`src/rtl/prng_scheduler.sv`:
```
// Shares one 128-bit, 5-bit-per-step LFSR among NUM_REQ requesters: seeds it, warms it up,
// then serves round-robin grants, stepping the LFSR STEPS_PER_WORD times per delivered word.
module prng_scheduler #(
  parameter int NUM_REQ        = 4,
  parameter int WARMUP_STEPS   = 8,
  parameter int STEPS_PER_WORD = 26
) (
  input  logic               clock,
  input  logic               reset,
  input  logic               seed_valid,
  input  logic [127:0]       seed,
  output logic               seed_ready,
  output logic               seeded,
  input  logic [NUM_REQ-1:0] req,
  output logic [NUM_REQ-1:0] grant,
  output logic               rnd_valid,
  output logic [127:0]       rnd_data,
  output logic               lfsr_enable,
  output logic               lfsr_load_seed,
  output logic [127:0]       lfsr_seed,
  input  logic [127:0]       lfsr_value
);

  localparam int MAXS = (WARMUP_STEPS > STEPS_PER_WORD) ? WARMUP_STEPS : STEPS_PER_WORD;
  localparam int CW   = $clog2(MAXS + 1);
  localparam int PW   = $clog2(NUM_REQ);

  typedef enum logic [2:0] {UNSEEDED, LOAD, WARMUP, IDLE, STEP, DELIVER} state_t;

  state_t        state;
  logic [CW-1:0] cnt;
  logic [PW-1:0] rr_ptr, owner, win_idx, j_idx;
  logic [127:0]  seed_q;
  logic          keep, win_found;
  int            j;

  // First set request at or above rr_ptr, wrapping back to requester 0.
  always_comb begin
    win_found = 1'b0;
    win_idx   = '0;
    j         = 0;
    j_idx     = '0;
    for (int i = 0; i < NUM_REQ; i++) begin
      j = 32'(rr_ptr) + i;
      if (j >= NUM_REQ) j = j - NUM_REQ;
      j_idx = PW'(j);
      if (!win_found && req[j_idx]) begin
        win_found = 1'b1;
        win_idx   = j_idx;
      end
    end
  end

  always_ff @(posedge clock) begin
    if (reset) begin
      state  <= UNSEEDED;
      cnt    <= '0;
      rr_ptr <= '0;
      owner  <= '0;
      seed_q <= '0;
      seeded <= 1'b0;
      keep   <= 1'b0;
    end else begin
      case (state)
        UNSEEDED: if (seed_valid) begin
          seed_q <= seed;
          state  <= LOAD;
        end
        LOAD: if (WARMUP_STEPS == 0) begin
          state  <= IDLE;
          seeded <= 1'b1;
        end else begin
          state <= WARMUP;
          cnt   <= CW'(WARMUP_STEPS);
        end
        WARMUP: begin
          cnt <= cnt - 1'b1;
          if (cnt == CW'(1)) begin
            state  <= IDLE;
            seeded <= 1'b1;
          end
        end
        IDLE: if (seed_valid) begin
          seed_q <= seed;
          seeded <= 1'b0;
          state  <= LOAD;
        end else if (win_found) begin
          owner <= win_idx;
          cnt   <= CW'(STEPS_PER_WORD);
          state <= STEP;
        end
        STEP: begin
          cnt <= cnt - 1'b1;
          // Owner's request is sampled on the last step so delivery decodes from registers only.
          keep <= req[owner];
          if (cnt == CW'(1)) state <= DELIVER;
        end
        DELIVER: begin
          rr_ptr <= (owner == PW'(NUM_REQ - 1)) ? '0 : owner + 1'b1;
          keep   <= 1'b0;
          state  <= IDLE;
        end
        default: state <= UNSEEDED;
      endcase
    end
  end

  always_comb begin
    seed_ready     = (state == UNSEEDED) || (state == IDLE);
    lfsr_enable    = (state == LOAD) || (state == WARMUP) || (state == STEP);
    lfsr_load_seed = (state == LOAD);
    lfsr_seed      = (state == LOAD) ? seed_q : '0;
    rnd_valid      = (state == DELIVER) && keep;
    grant          = rnd_valid ? (NUM_REQ'(1) << owner) : '0;
    rnd_data       = rnd_valid ? lfsr_value : '0;
  end

endmodule

```
`config.mk`:
```
export PLATFORM = sky130hd
export DESIGN_NAME = prng_scheduler
export DESIGN_NICKNAME = d
export VERILOG_FILES = /design/src/rtl/prng_scheduler.sv
export SDC_FILE = /design/constraint.sdc
export NUM_CORES = 1
export LEC_CHECK = 0
export ABC_AREA = 1
export CORE_AREA = 8 8 199 201
export CTS_BUF_LIST = sky130_fd_sc_hd__clkbuf_4
export DETAILED_ROUTE_END_ITERATION = 10
export DIE_AREA = 0 0 207 209
export SKIP_CTS_REPAIR_TIMING = 1
export SLEW_MARGIN = 40
export SYNTH_ARGS = -nofsm -noshare
export SYNTH_HDL_FRONTEND = slang
export SYNTH_SLANG_ARGS = --single-unit
```
`constraint.sdc`:
```
create_clock -name clock -period 2.8 [get_ports clock]
set_input_delay 0.28 -clock clock [delete_from_list [all_inputs] [get_ports clock]]
set_output_delay 0.28 -clock clock [all_outputs]
set_load 0.05 [all_outputs]
```
Word-level counts from Yosys, hierarchy flattened
Index checks and enable logic that the tools add are counted.

storage, ports and cells
  register bits after elaboration = 142
  input port bits = 263
  word-level logic and storage cells = 101

operators by class
  add/sub/neg operators = 9
  magnitude comparators = 9
  eq/ne operators = 14
  shift-type cells = 1
  muxes and demuxes = 39
  bitwise gates (word level) = 1
  reductions and logical operators = 21

operators by type and width
  cell                                                                   number
  128-bit two-way mux                                                    2
  2-bit two-way mux                                                      9
  3-bit case mux with 6 select lines                                     1
  2-bit by 3-bit < comparator with 1-bit output, second input constant   5
  3-bit two-way mux                                                      5
  5-bit case mux with 3 select lines                                     1
  2-bit != test, second input constant                                   6
  1-bit two-way mux                                                      11
  1-bit binary-select mux with 2-bit select                              5
  5-bit two-way mux                                                      2
  3-bit >= comparator, second input constant                             3
  3-bit AND reduction                                                    3
  2-bit by 1-bit subtractor with 2-bit output, second input constant     4
  2-bit by 2-bit adder with 3-bit output, second input constant          2
  3-bit by 2-bit equality test with 1-bit output, second input constant  2
  3-bit equality test, second input constant                             2
  5-bit by 1-bit equality test with 1-bit output, second input constant  1
  5-bit by 1-bit subtractor with 5-bit output, second input constant     1
  1-bit logical AND                                                      4
  4-bit two-way mux                                                      1
  1-bit case mux with 2 select lines                                     2
  4-bit AND reduction                                                    1
  2-bit nonzero test                                                     2
  2-bit OR reduction                                                     2
  13 further kinds                                                       17

Longest topological paths before layout
Gate-level depths: netlist of the first run.

  depth after elaboration = 17
  gate-level depth with buffers = 13
  gate-level depth less buffers = 12

Worst setup path after synthesis of the first run
No wires, ideal clock.

  path kind = flip-flop to output port
  from = reg state[1]
  to = out lfsr_seed[107]
  arrival = 2.326 ns
  setup slack = 0.194 ns
  cell stages (with the launch flop) = 8
  buffers on the path = 2
  cell sequence = dfxtp_1 -> inv_1 -> nand2_1 -> nor2_1 -> inv_1 -> buf_2 -> buf_2 -> nor2_1

between the ends
  longest elaborated chain between the ends = 2

RTL lines
  what                                            line  source
  start, declared                                 30    state_t state;
  start signal, assigned                          56    state <= UNSEEDED;
  start signal, assigned                          67    state <= LOAD;
  start signal, assigned                          70    state <= IDLE;
  3-bit by 1-bit equality test with 1-bit output  --
  named net lfsr_load_seed                        19    output logic lfsr_load_seed,
  128-bit two-way mux                             112   lfsr_seed = (state == LOAD) ? seed_q : '0;
  end, declared                                   20    output logic [127:0] lfsr_seed,

The timed path passes the listed nets, and every way through them passes these cells.

Worst setup path after layout of the first run
  from = reg state[2]
  to = out rnd_data[34]

between the ends
  longest elaborated chain between the ends = 3

RTL lines
  what                 line  source
  3-bit equality test  113   rnd_valid = (state == DELIVER) && keep;
  1-bit logical AND    113
  128-bit two-way mux  115   rnd_data = rnd_valid ? lfsr_value : '0;
  end, declared        17    output logic [127:0] rnd_data,

No other way between the ends.

==> results of run 1 <==
[metrics by stage]
| step | util, % | cell area (um^2) | power (uW) |
|---|---|---|---|
| final | 35.2 | 12800 | 9280 |
| after global routing | 35.2 | 12800 | 9960 |
| after CTS | 35.3 | 12800 | 9390 |
| after detailed placement | 34.3 | 12400 | 7620 |
| after global placement | 34.3 | 12400 | 7560 |
| after floorplan | - | 7300 | 6210 |
[synthesized netlist by cell type]
library cell and instances:
o21ai_1 20, xnor2_1 1, inv_2 1, nor2_1 272, inv_1 283, buf_2 37
or2_2 1, o211ai_1 1, nor2_4 1, dfxtp_1 142, clkbuf_1 20, a21oi_1 142
buf_4 3, nand2_2 7, nand3_2 2, nor3_1 1, xor2_1 1, o21bai_1 1
inv_8 1, nand4_1 4, ha_1 6, nand2_1 47, o21a_1 1, o21ai_2 1
buf_6 12, a211oi_1 2, nand3_1 15, nand2_4 3, o21ai_0 118
[worst register-to-register path: cells and delay by family, from the launching register on]
family / cells / cell delay [ps]
simple gates: 3 / 660
buf+inv: 2 / 630
flops: 1 / 460
compound gates: 2 / 270
[sequential cells by signal, indices dropped and copies added, names as in the netlist]
register,flops
owner,2
rr_ptr,2
seeded,1
keep,1
cnt,5
state,3
seed_q,128
[cells by family (layout without fill, tap and decap cells)]
kind of cell,Yosys count,count (layout),synth area share (%)
buf+inv,357,857,20.5
simple gates,353,353,19.4
compound gates,286,286,19.8
flops,142,142,39.0
fa+ha+maj,6,6,1.03
xor+xnor,2,2,0.240
other cells,0,7,0
[layout make-up]
cell class              count  area [um^2]  share of cell area [%]
multi-input cells         647         2980                    23.4
diodes                      7         17.5                   0.137
well taps                 468          586                    4.59
repair buffers            541         4880                    38.2
flip-flops and latches    142         2840                    22.3
clock inverters            13          238                    1.86
clock buffers              18          135                    1.06
inverters                 285         1080                    8.49
[final timing paths]
check / depth (start not counted) / slack (ps) / from / endpoint
worst max register to register: 7 / 710 / state[2]$_SDFFE_PP0P_ / seed_q[112]$_SDFFE_PP0P_
worst max-delay path: 6 / 160 / state[2]$_SDFFE_PP0P_ / rnd_data[34]
worst min-delay path: 3 / 330 / seed[120] / seed_q[120]$_SDFFE_PP0P_
worst min register to register: 2 / 460 / seed_q[18]$_SDFFE_PP0P_ / seed_q[18]$_SDFFE_PP0P_
[power by group through the flow]
stage | clock network (uW) | logic [uW] | registers [uW]
6_report | 1730 | 4690 | 2860
5_1_grt | 1890 | 5150 | 2920
3_3_place_gp | 0 | 4670 | 2890
2_1_floorplan | 0 | 3360 | 2850
4_1_cts | 1800 | 4730 | 2860
3_5_place_dp | 0 | 4720 | 2900
[layer usage]
metal  GRT usage [%]  up-vias  wire length, um  part of all wire, %
li1                -     4407                -                    -
met1            15.4     3896            12800                   34
met2            31.2      357            20300                   54
met3            6.15       54             3220                  8.5
met4            8.92        2             1580                  4.1
met5               0        -               13                0.034
==> out/qor.yml, run 1 <==
status: "finished clean"
layout_setup_ws_ps: 156
synth_area_um2: 7300
startpoint_type: "register"
syn_inst: 1146
grt_pass1_wl_mm: 54.8
relSlewSlack_pct: 49.4
clk_latency_ps: 540
port_buffers: 527
chipHeight_um: 209
slew_violations: 0
syn-mean-instance-area_um2: 6.37
fin_crit_sh_pct: 94.4
worst-path-buf-inv: 3
p_leak_uw: 0.00650
pwr-share-clk_pct: 18.6
setup_tns_ps: 0
cp_max_fo: 109
wire_per_inst_um: 17.9
dp.cells: 2082
grt_pass1_vias: 8511
crit_type: "register to output pin"
clockRootBuffer: "clkbuf_4"
via_per_inst: 4.11
grt_max_degree: 110
overflow: 0
finalCriticalPeriod_ps: 2640
synth_nets: 1415
peakVddDrop_mv: 0.449
critPathRequiredTime_ps: 2520
final_nets: 1903
yosys.area.top_type: "dfxtp_1"
clk_pin_slew_ps: 140
place.detailed.hpwl_mm: 31.1
gp_congestion: 0.947
worst_pin_slew_ps: 756
finalHoldViolCount: 0
cts_buffers: 17
cts.path.max_buffers: 2
switching_share_pct: 45.7
cp.arrival_ps: 2360
final_cell_mix: "281 x inv_1, 271 x nor2_1, 265 x clkdlybuf4s50_1"
ant_nets: 0
yosysSeqAreaShare_pct: 39.0
firstDrtPassIters: 4
start_util_pct: 20.1
ys_top_cells_by_area: "dfxtp_1 39%, inv_1 15%, nor2_1 14%, a21oi_1 9.7%, o21ai_0 8.1%"
pwr-share-comb_pct: 50.6
setup_violations: 0
antenna_found_initial: 12
synthToLayoutAreaGrowth_pct: 74.9
grt_usage_pct: 16.6
drt-total-wl_mm: 38.0
htree_levels: 4
seqPwrFrac_pct: 30.8
clock-sinks: 142
die_area_um2: 43300
cts_tree: "yes"
fin_cells: 2121
power.density_nw_per_um2: 727
vias: 8716
rows: 70
yosys.cell_types.count: 29
cp_common_cell: "nor2_1"
layout-drive-gt1-share_pct: 18.4
power_switching_uw: 4240
io_pins: 528
fin_worst_skew_ps: 27.3
pre_cts_ws_ps: 325
drt_iter0_drc: 441
crit_chain: "inv_1, nor2_1, nand2_4, buf_12, nor2_1, buf_4"
hold_class: "input port to register"
max_freq_mhz: 378
layout_commonest_cell: "inv_1"
drcViolationCount: 0
max_stage_delay_ps: 460
whs_ps: 333
maxCapViolCount: 0
worst_setup_path_end_kind: "output pin"
synth_seq_cells: 142
dieWidth_um: 207
fillers: 3893
yosys.area.top_type_share_pct: 39.0
p_int_uw: 5040
crit_path_top_delay_cell: "dfxtp_1"
rsz0062_at_grt: "yes"
core-area_um2: 36300
critical-path-top-delay-family: "simple AND/OR/NAND/NOR gates"
ys_warn_count: 0
Power figures use the tool's default switching activity.
==> inputs of run 2 (changes only) <==
--- a/config.mk
+++ b/config.mk
@@ -6,8 +6,10 @@
 export NUM_CORES = 1
 export LEC_CHECK = 0
 export ABC_AREA = 1
+export ABC_CLOCK_PERIOD_IN_PS = 2800
 export CORE_AREA = 8 8 199 201
 export CTS_BUF_LIST = sky130_fd_sc_hd__clkbuf_4
+export CTS_CLUSTER_SIZE = 25
 export DETAILED_ROUTE_END_ITERATION = 10
 export DIE_AREA = 0 0 207 209
 export SKIP_CTS_REPAIR_TIMING = 1
==> results of run 2 <==
Final layout, timing and power as in run 1 (identical DEF).
